**src/rtl/alu_mc.sv**
```systemverilog
// ---------------------------------------------------------------------------
// alu_mc
// Multi-cycle ALU for the execute stage. Single-cycle logic, arithmetic,
// compare and shift ops finish one clock after they are accepted. Unsigned
// multiply (low/high half) and unsigned divide/remainder run iteratively,
// one bit per clock, and finish WIDTH+2 clocks after they are accepted.
// Every result is registered and announced with a one-cycle done pulse.
//
// Ports:
//   clk    rising-edge clock
//   rst    asynchronous, active-high reset
//   start  accept an operation (only honoured while idle)
//   ctrl   operation select, sampled with start
//   a, b   operands, sampled with start (shift amount is b[SHW-1:0])
//   y      registered result
//   zero   registered, set when y is zero
//   ovf    registered signed overflow for ADD/SUB, otherwise 0
//   busy   high while an iterative operation is in flight
//   done   one-cycle pulse when y/zero/ovf are updated
// ---------------------------------------------------------------------------
module alu_mc #(
   parameter int WIDTH = 32
) (
   input  logic             clk,
   input  logic             rst,
   input  logic             start,
   input  logic [3:0]       ctrl,
   input  logic [WIDTH-1:0] a,
   input  logic [WIDTH-1:0] b,
   output logic [WIDTH-1:0] y,
   output logic             zero,
   output logic             ovf,
   output logic             busy,
   output logic             done
);

   localparam int SHW = $clog2(WIDTH);

   typedef enum logic [1:0] {
      IDLE = 2'd0,
      ITER = 2'd1,
      FIN  = 2'd2
   } AluState;

   AluState state;
   AluState stateNext;

   logic             isIterOp;
   logic             acceptSingle;
   logic             acceptIter;
   logic [SHW-1:0]   shamt;
   logic [WIDTH-1:0] sum;
   logic [WIDTH-1:0] diff;
   logic [WIDTH-1:0] aluRes;
   logic             aluOvf;

   logic [SHW-1:0]     cnt;
   logic [1:0]         iterOp;
   logic [WIDTH-1:0]   opA;
   logic [WIDTH-1:0]   opB;
   logic [2*WIDTH-1:0] prod;
   logic [WIDTH-1:0]   rem;
   logic [WIDTH-1:0]   quo;

   logic [WIDTH-1:0]   mulAddend;
   logic [WIDTH:0]     mulSum;
   logic [2*WIDTH-1:0] prodNext;
   logic [WIDTH:0]     remShift;
   logic [WIDTH:0]     remSub;
   logic               remFits;
   logic [WIDTH-1:0]   remNext;
   logic [WIDTH-1:0]   quoNext;
   logic [WIDTH-1:0]   iterRes;

   // The two top ctrl bits set mark the iterative group; everything else
   // completes in a single clock and never leaves IDLE.
   assign isIterOp     = (ctrl[3:2] == 2'b11);
   assign acceptSingle = (state == IDLE) && start && !isIterOp;
   assign acceptIter   = (state == IDLE) && start && isIterOp;
   assign shamt        = b[SHW-1:0];
   assign sum          = a + b;
   assign diff         = a - b;

   // Single-cycle result and overflow. Overflow only has meaning for ADD
   // and SUB; every other op reports 0. Reserved codes yield 0.
   always_comb begin
      aluRes = '0;
      aluOvf = 1'b0;
      case (ctrl)
         4'b0000: aluRes = a & b;
         4'b0001: aluRes = a | b;
         4'b0010: begin
            aluRes = sum;
            aluOvf = (a[WIDTH-1] == b[WIDTH-1]) && (sum[WIDTH-1] != a[WIDTH-1]);
         end
         4'b0110: begin
            aluRes = diff;
            aluOvf = (a[WIDTH-1] != b[WIDTH-1]) && (diff[WIDTH-1] != a[WIDTH-1]);
         end
         4'b0011: aluRes = a ^ b;
         4'b0100: aluRes = ~(a | b);
         4'b0111: aluRes = {{(WIDTH-1){1'b0}}, ($signed(a) < $signed(b))};
         4'b0101: aluRes = {{(WIDTH-1){1'b0}}, (a < b)};
         4'b1000: aluRes = a << shamt;
         4'b1001: aluRes = a >> shamt;
         4'b1010: aluRes = $unsigned($signed(a) >>> shamt);
         default: aluRes = '0;
      endcase
   end

   // Shift-add multiply step: the multiplier sits in the low half of the
   // product register and is consumed one bit per clock from the LSB while
   // the partial sum (with its carry) shifts down from the top.
   assign mulAddend = prod[0] ? opA : '0;
   assign mulSum    = {1'b0, prod[2*WIDTH-1:WIDTH]} + {1'b0, mulAddend};
   assign prodNext  = {mulSum, prod[WIDTH-1:1]};

   // Restoring divide step: bring down the next dividend bit, subtract the
   // divisor when it fits and record a quotient bit. A zero divisor always
   // "fits", which naturally produces an all-ones quotient and leaves the
   // dividend in the remainder without any special-case logic.
   assign remShift = {rem, quo[WIDTH-1]};
   assign remFits  = (remShift >= {1'b0, opB});
   assign remSub   = remShift - {1'b0, opB};
   assign remNext  = remFits ? remSub[WIDTH-1:0] : remShift[WIDTH-1:0];
   assign quoNext  = {quo[WIDTH-2:0], remFits};

   // Pick which half / which divider output is the final iterative result.
   always_comb begin
      iterRes = '0;
      case (iterOp)
         2'b00: iterRes = prod[WIDTH-1:0];
         2'b01: iterRes = prod[2*WIDTH-1:WIDTH];
         2'b10: iterRes = quo;
         2'b11: iterRes = rem;
         default: iterRes = '0;
      endcase
   end

   // State register. Reset drops any in-flight operation immediately.
   always_ff @(posedge clk or posedge rst) begin
      if (rst) begin
         state <= IDLE;
      end else begin
         state <= stateNext;
      end
   end

   // Next-state logic. ITER always runs exactly WIDTH clocks (no early exit
   // for small operands or zero divisors) so latency is fixed.
   always_comb begin
      stateNext = state;
      case (state)
         IDLE: if (acceptIter) stateNext = ITER;
         ITER: if (cnt == SHW'(WIDTH-1)) stateNext = FIN;
         FIN:  stateNext = IDLE;
         default: stateNext = IDLE;
      endcase
   end

   // Iteration datapath: operands are captured at accept, then only the
   // unit selected by the op advances each ITER clock.
   always_ff @(posedge clk or posedge rst) begin
      if (rst) begin
         cnt    <= '0;
         iterOp <= '0;
         opA    <= '0;
         opB    <= '0;
         prod   <= '0;
         rem    <= '0;
         quo    <= '0;
      end else if (acceptIter) begin
         cnt    <= '0;
         iterOp <= ctrl[1:0];
         opA    <= a;
         opB    <= b;
         prod   <= {{WIDTH{1'b0}}, b};
         rem    <= '0;
         quo    <= a;
      end else if (state == ITER) begin
         cnt <= cnt + 1'b1;
         if (iterOp[1]) begin
            rem <= remNext;
            quo <= quoNext;
         end else begin
            prod <= prodNext;
         end
      end
   end

   // Result/flag registers and handshake. Outputs only change together with
   // a done pulse; otherwise they hold. busy rises on an iterative accept and
   // falls in the same clock the iterative result is written.
   always_ff @(posedge clk or posedge rst) begin
      if (rst) begin
         y    <= '0;
         zero <= 1'b1;
         ovf  <= 1'b0;
         busy <= 1'b0;
         done <= 1'b0;
      end else begin
         done <= 1'b0;
         if (acceptSingle) begin
            y    <= aluRes;
            zero <= (aluRes == '0);
            ovf  <= aluOvf;
            done <= 1'b1;
         end else if (acceptIter) begin
            busy <= 1'b1;
         end else if (state == FIN) begin
            y    <= iterRes;
            zero <= (iterRes == '0);
            ovf  <= 1'b0;
            busy <= 1'b0;
            done <= 1'b1;
         end
      end
   end

endmodule

```
**config.mk**
```make
export PLATFORM = sky130hd
export DESIGN_NAME = alu_mc
export DESIGN_NICKNAME = d
export VERILOG_FILES = /design/src/rtl/alu_mc.sv
export SDC_FILE = /design/constraint.sdc
export NUM_CORES = 1
export LEC_CHECK = 0
export CAP_MARGIN = 20
export CORE_AREA = 3 3 221 223
export CTS_BUF_LIST = sky130_fd_sc_hd__clkbuf_4
export DETAILED_ROUTE_END_ITERATION = 10
export DIE_AREA = 0 0 224 226
export HOLD_SLACK_MARGIN = 0.08
export PLACE_DENSITY = 0.68
export SLEW_MARGIN = 5
export SYNTH_ARGS = -nofsm -noshare
export SYNTH_HDL_FRONTEND = slang
export SYNTH_SLANG_ARGS = --single-unit
```
**constraint.sdc**
```tcl
create_clock -name clk -period 16.6 [get_ports clk]
set_clock_uncertainty 0.15 [all_clocks]
set_input_delay 3.32 -clock clk [delete_from_list [all_inputs] [get_ports clk]]
set_output_delay 3.32 -clock clk [all_outputs]
set_load 0.1 [all_outputs]
```
Word level (Yosys, flattened, before mapping)
Cells that the tools add are included. W data, S select, Z words.

Output and inout bits: 36. Memories kept: 0. Memory bits (writable): 0. Latch bits: 0. Bits in read-only memories: 0. Register bits after elaboration: 237. Bits of input ports: 71. Word-level logic and storage cells: 106.

Add/sub/neg operators: 5. Div/mod/pow operators: 0. Shift-type cells: 3. Bitwise logic cells: 5. Reduce and logical (&&, ||, !) cells: 20. Eq/ne operators: 25. Muxes and demuxes: 32. $lt $le $gt $ge: 3. Multiply operators: 0.

Operators by type and width (number): $mux W32 (11); $pmux W32 S11 (1); $mux W64 (3); $pmux W32 S4 (1); $logic_not A32 Y1 (2); $lt A32 B32 Y1 (2); $sub A32 B32 Y32 (2); $add A32 B32 Y33 (1); $ge A33 B32 Y1 (1); $add A32 B32 Y32 (1); $and A32 B32 Y32 (1); $not A32 Y32 (1); $or A32 B32 Y32 (1); $shl A32 B5 Y32 (1); $shr A32 B5 Y32 (1); $sshr A32 B5 Y32 (1); $xor A32 B32 Y32 (1); $eq A4 B3 Y1 const B (4); $eq A4 B4 Y1 const B (3); $mux W1 (10); $mux W5 (2); $reduce_and A2 Y1 (5); $eq A2 B2 Y1 const B (4); $eq A4 B2 Y1 const B (2); other kinds (16) (31).

Depth between registers and ports, before layout
Depth in word-level cells: 6. Depth in mapped cells: 19. Mapped depth without buffers: 16.

Least setup slack after synthesis
No wires, ideal clock.

Kind: input-to-reg. Start: input port b[2]. End: register zero. Required time: 16.364 ns. Data arrival time: 7.640 ns. Cell stages on the path: 19. Slack: 8.724 ns. Buffers on the path: 5. Library setup time: 0.086 ns. Cells stage by stage: clkbuf_1 -> buf_2 -> inv_1 -> buf_1 -> buf_2 -> ha_1 -> buf_6 -> o21ba_1 -> or4_4 -> and3_4 -> or2_0 -> a221o_1 -> a211o_1 -> nor4_2 -> nand4b_1 -> nor4_2 -> nand4b_1 -> or4_1 -> o31ai_2.

Word-level cells in the longest chain between the ends: 5. Elaborated cells between the ends (all ways): 14. Those cells by class: 2 x add/sub; 2 x order compare; 3 x shift; 2 x mux; 4 x bitwise; 1 x reduce/logical.

Ends and longest elaborated chain: from (decl) (RTL line 29) `input logic [WIDTH-1:0] b,`; branches (longest 2 deep; another with $sub A32 B32 Y32); $pmux W32 S11 (*) (RTL line 89) `case (ctrl)`; $logic_not A32 Y1 (*) (RTL line 205) `zero <= (aluRes == '0);`; $mux W1 (*) (RTL line 203) `if (acceptSingle) begin`; to (signal assigned) (RTL line 205); to (signal assigned) (RTL line 212) `zero <= (iterRes == '0);`; to (decl) (RTL line 31) `output logic zero,`.

Every way passes the cells marked *. A chain may end at the register's enable or synchronous reset.

Worst setup path after layout
Start: input port a[0]. End: register zero.

Word-level cells in the longest chain between the ends: 5. Elaborated cells between the ends (all ways): 14. Those cells by class: 2 x add/sub; 2 x order compare; 3 x shift; 2 x mux; 4 x bitwise; 1 x reduce/logical.

Ends and longest elaborated chain: from (decl) (RTL line 28) `input logic [WIDTH-1:0] a,`; branches (longest 2 deep; another with $sub A32 B32 Y32); $pmux W32 S11 (*) (RTL line 89); $logic_not A32 Y1 (*) (RTL line 205); $mux W1 (*) (RTL line 203).

Marks and branches as above.

==> out/metrics.csv <==
stage;metric;value;unit
cts;cts_root_buf;clkbuf_4;
power_and_ir_drop;ir_drop;0.254;mV
yosys;ys_types;91;
grt;grt_pass1_vias;23500;
grt;grt_overflow;0;
setup_path;r2r_start;prod[0];
setup_path;cp-start-kind;input port;
cts;path_clk_slew;70;ps
setup_path;cp-startpoint;a[0];
die;coreArea;46800;um^2
grt;grt_max_degree;113;
route;wire_per_inst;29.1;um
placed_design;gp_congestion;1.06;
yosys;synth_fp_nets;3148;
cells_and_area;fin_nets;3171;
die;dieArea;50600;um^2
cts;cts_tree;yes;
setup_path;cpMostUsedCell;a21oi_1;
cells_and_area;final_cell_mix;400 x nand2_1, 265 x o21ai_0, 235 x dfrtp_1;
setup_path;crit_buf_inv;2;
die;pin_count;107;
timing;final-max-slew-violation-count;0;
cts;cts_sinks;237;
timing;setup-tns-final;0;ps
setup_path;r2r_cells;17;
timing;rsz0062_at_grt;false;
route;drtIter0Drc;3837;
timing;relSlewSlack;23.4;%
cts;holdBufCountCts;0;
setup_path;setup.worst_path.class;in -> reg;
setup_path;max_stage_delay;800;ps
grt;antenna_found_initial;8;
yosys;synth_top_cell_area_share;25.1;%
grt;grt_use_total;40.2;%
timing;final.min_clock_period;8180;ps
placed_design;hpwl;78500;um
worst_hold_path;worstHoldPathCells;2;
setup_path;crit_fanout;7;
setup_path;crit_family;compound AO/OA/AOI/OAI gates;
cells_and_area;final_common_cell;nand2_1;
route;dr.pass1.iters;6;
power_and_ir_drop;power_leakage;11.4;nW
yosys;synth_area_leader_cell;dfrtp_1;
setup_path;path_cells;clkdlybuf4s50_1, inv_1, ha_1, fa_1, o21ba_1, or4_4, a21oi_1, a211o_1, a21oi_1, a2111o_1, a211oi_1, nand2_1, nor4_2, nand4b_1, or4_1, o31ai_2;
yosys;synthFlopType;dfrtp_1;
cts;post-cts-setup-buffers;0;
worst_hold_path;min_from;opA[12];
setup_path;cp.required;17090;ps
cts;htreeDepth;2;
cts;clock_latency;780;ps
yosys;yosysSeqAreaShare;25.3;%
yosys;synthCells;2898;
setup_path;cpMaxStageDelayCell;clkdlybuf4s50_1;
worst_hold_path;hp-class;reg -> reg;
cells_and_area;area_growth;9.98;%
die;die_y;226;um
timing;timing.fmax;0.122;GHz
timing;setup_violations;0;
route;wl;104000;um
die;fp.dieW;224;um
route;drc;0;
cts;cts_buffer_depth;3;
yosys;synth_edf_count;0;
route;ant_nets;0;
yosys;synth.avg_cell_area;8.10;um^2
cts;numCtsBuffers;61;
placed_design;buffer_ports.inserted;106;
grt;grt_pass1_wl;154000;um
cts;cts-resized-gates;0;
route;vias_per_cell;6.91;
cells_and_area;drive_above_1_share;11.0;%
setup_path;end_kind;flop;
power_and_ir_drop;cellPowerDensity;149;nW/um^2
yosys;async_flop_share;100;%
route;vias;24700;
yosys;ys_top_cells_by_area;dfrtp_1 25%, ha_1 9.3%, mux4_2 7.6%;
run;maxCapViolations;0;
yosys;synth_area;23500;um^2
timing;tightest_slew;1140;ps
timing;holdWs;326;ps
setup_path;crit_cells;16;
setup_path;crit_arrival;8670;ps
yosys;yosys_warnings;0;
die;num_rows;79;
timing;period_share;49.3;%
yosys;ys_ff_latch;237;
outcome;status;complete, no violations;
die;initial_utilization;50.2;%
timing;hold_viol_final;0;
-- cell families (layout without fill, tap and decap cells) --
logic type | after synthesis | in the layout | synth area share, %
flip-flops | 237 | 237 | 25.3
multiplexers | 180 | 180 | 12.1
adder cells (fa/ha/maj) | 179 | 179 | 9.67
AND/OR/NAND/NOR | 978 | 978 | 19.5
AO/OA/AOI/OAI | 883 | 883 | 24.6
buffers and inverters | 374 | 437 | 6.39
other | 0 | 6 | 0
XOR/XNOR | 67 | 67 | 2.50
-- state kept, by name, summed over array words and instances, names as in the netlist, 5 cells and up --
register / cells
prod: 64
opA: 32
opB: 32
quo: 32
rem: 32
y: 32
cnt: 5
-- worst paths after layout --
check,to,slack (ps)
worst min register to register,opA[12],330
max in group asynchronous,opA[8],11950
worst min-delay path,opA[12],330
worst max register to register,prod[61],11600
worst max-delay path,zero,8420
min in group asynchronous,rem[25],2960
-- where the power goes --
part           leakage, nW  internal (mW)  switching, mW  total, mW
registers             3.02          0.820          0.212       1.03
clock network        0.448          0.252          0.257      0.509
logic                 7.97          0.812           1.49       2.30
total                 11.4           1.88           1.96       3.84
-- worst min-delay path: cells and delay by family (launching register included) --
kind | cells | cell delay (ps)
AOI/OAI and AO/OA | 1 | 60
DFF | 1 | 340
and+or+nand+nor | 1 | 40
-- cells in the mapped netlist, drive strengths merged (10+ instances only) --
cell,count
a211o,11
a211oi,33
a21o,35
a21oi,172
a221o,13
a221oi,14
a22o,10
a22oi,91
a31oi,16
and2,45
and3,14
buf,58
clkbuf,162
dfrtp,236
ha,175
inv,152
mux2,32
mux2i,69
mux4,79
nand2,400
nand2b,31
nand3,128
nand4,19
nor2,176
nor2b,26
nor3,47
nor4,26
o2111ai,11
o211ai,37
o21a,10
o21ai,268
o21bai,19
o221ai,11
o22ai,16
o31ai,20
or3,14
xnor2,43
xor2,24
-- per-layer routing --
metal	GRT usage (%)	wire length, um
met4	18.1	5620
met3	9.78	11400
met2	61.3	45000
met1	54.2	42100
met5	0	50
-- cell type report --
type / count / area [um^2]
fill: 4408 / 20900
multi-input combinational: 2287 / 16200
sequential: 237 / 5930
timing repair buffer: 180 / 1630
tap: 607 / 759
clock buffer: 86 / 646
inverter: 154 / 586
clock inverter: 17 / 98.8
antenna: 6 / 15.0
-- metrics by stage --
| stage | total power [mW] | cell area (um^2) | setup slack (ps) | util (%) | instances |
|---|---|---|---|---|---|
| 3_3_place_gp | 3.21 | 25000 | 7900 | 53.5 | 3462 |
| 2_1_floorplan | 2.61 | 23500 | 6630 | - | 2898 |
| 5_1_grt | 4.08 | 25800 | 8280 | 55.2 | 3569 |
| 3_5_place_dp | 3.28 | 25000 | 7880 | 53.5 | 3463 |
| 4_1_cts | 3.79 | 25800 | 8640 | 55.1 | 3566 |
| 6_report | 3.84 | 25800 | 8420 | 55.2 | 3574 |
Power figures use the tool's default switching activity.
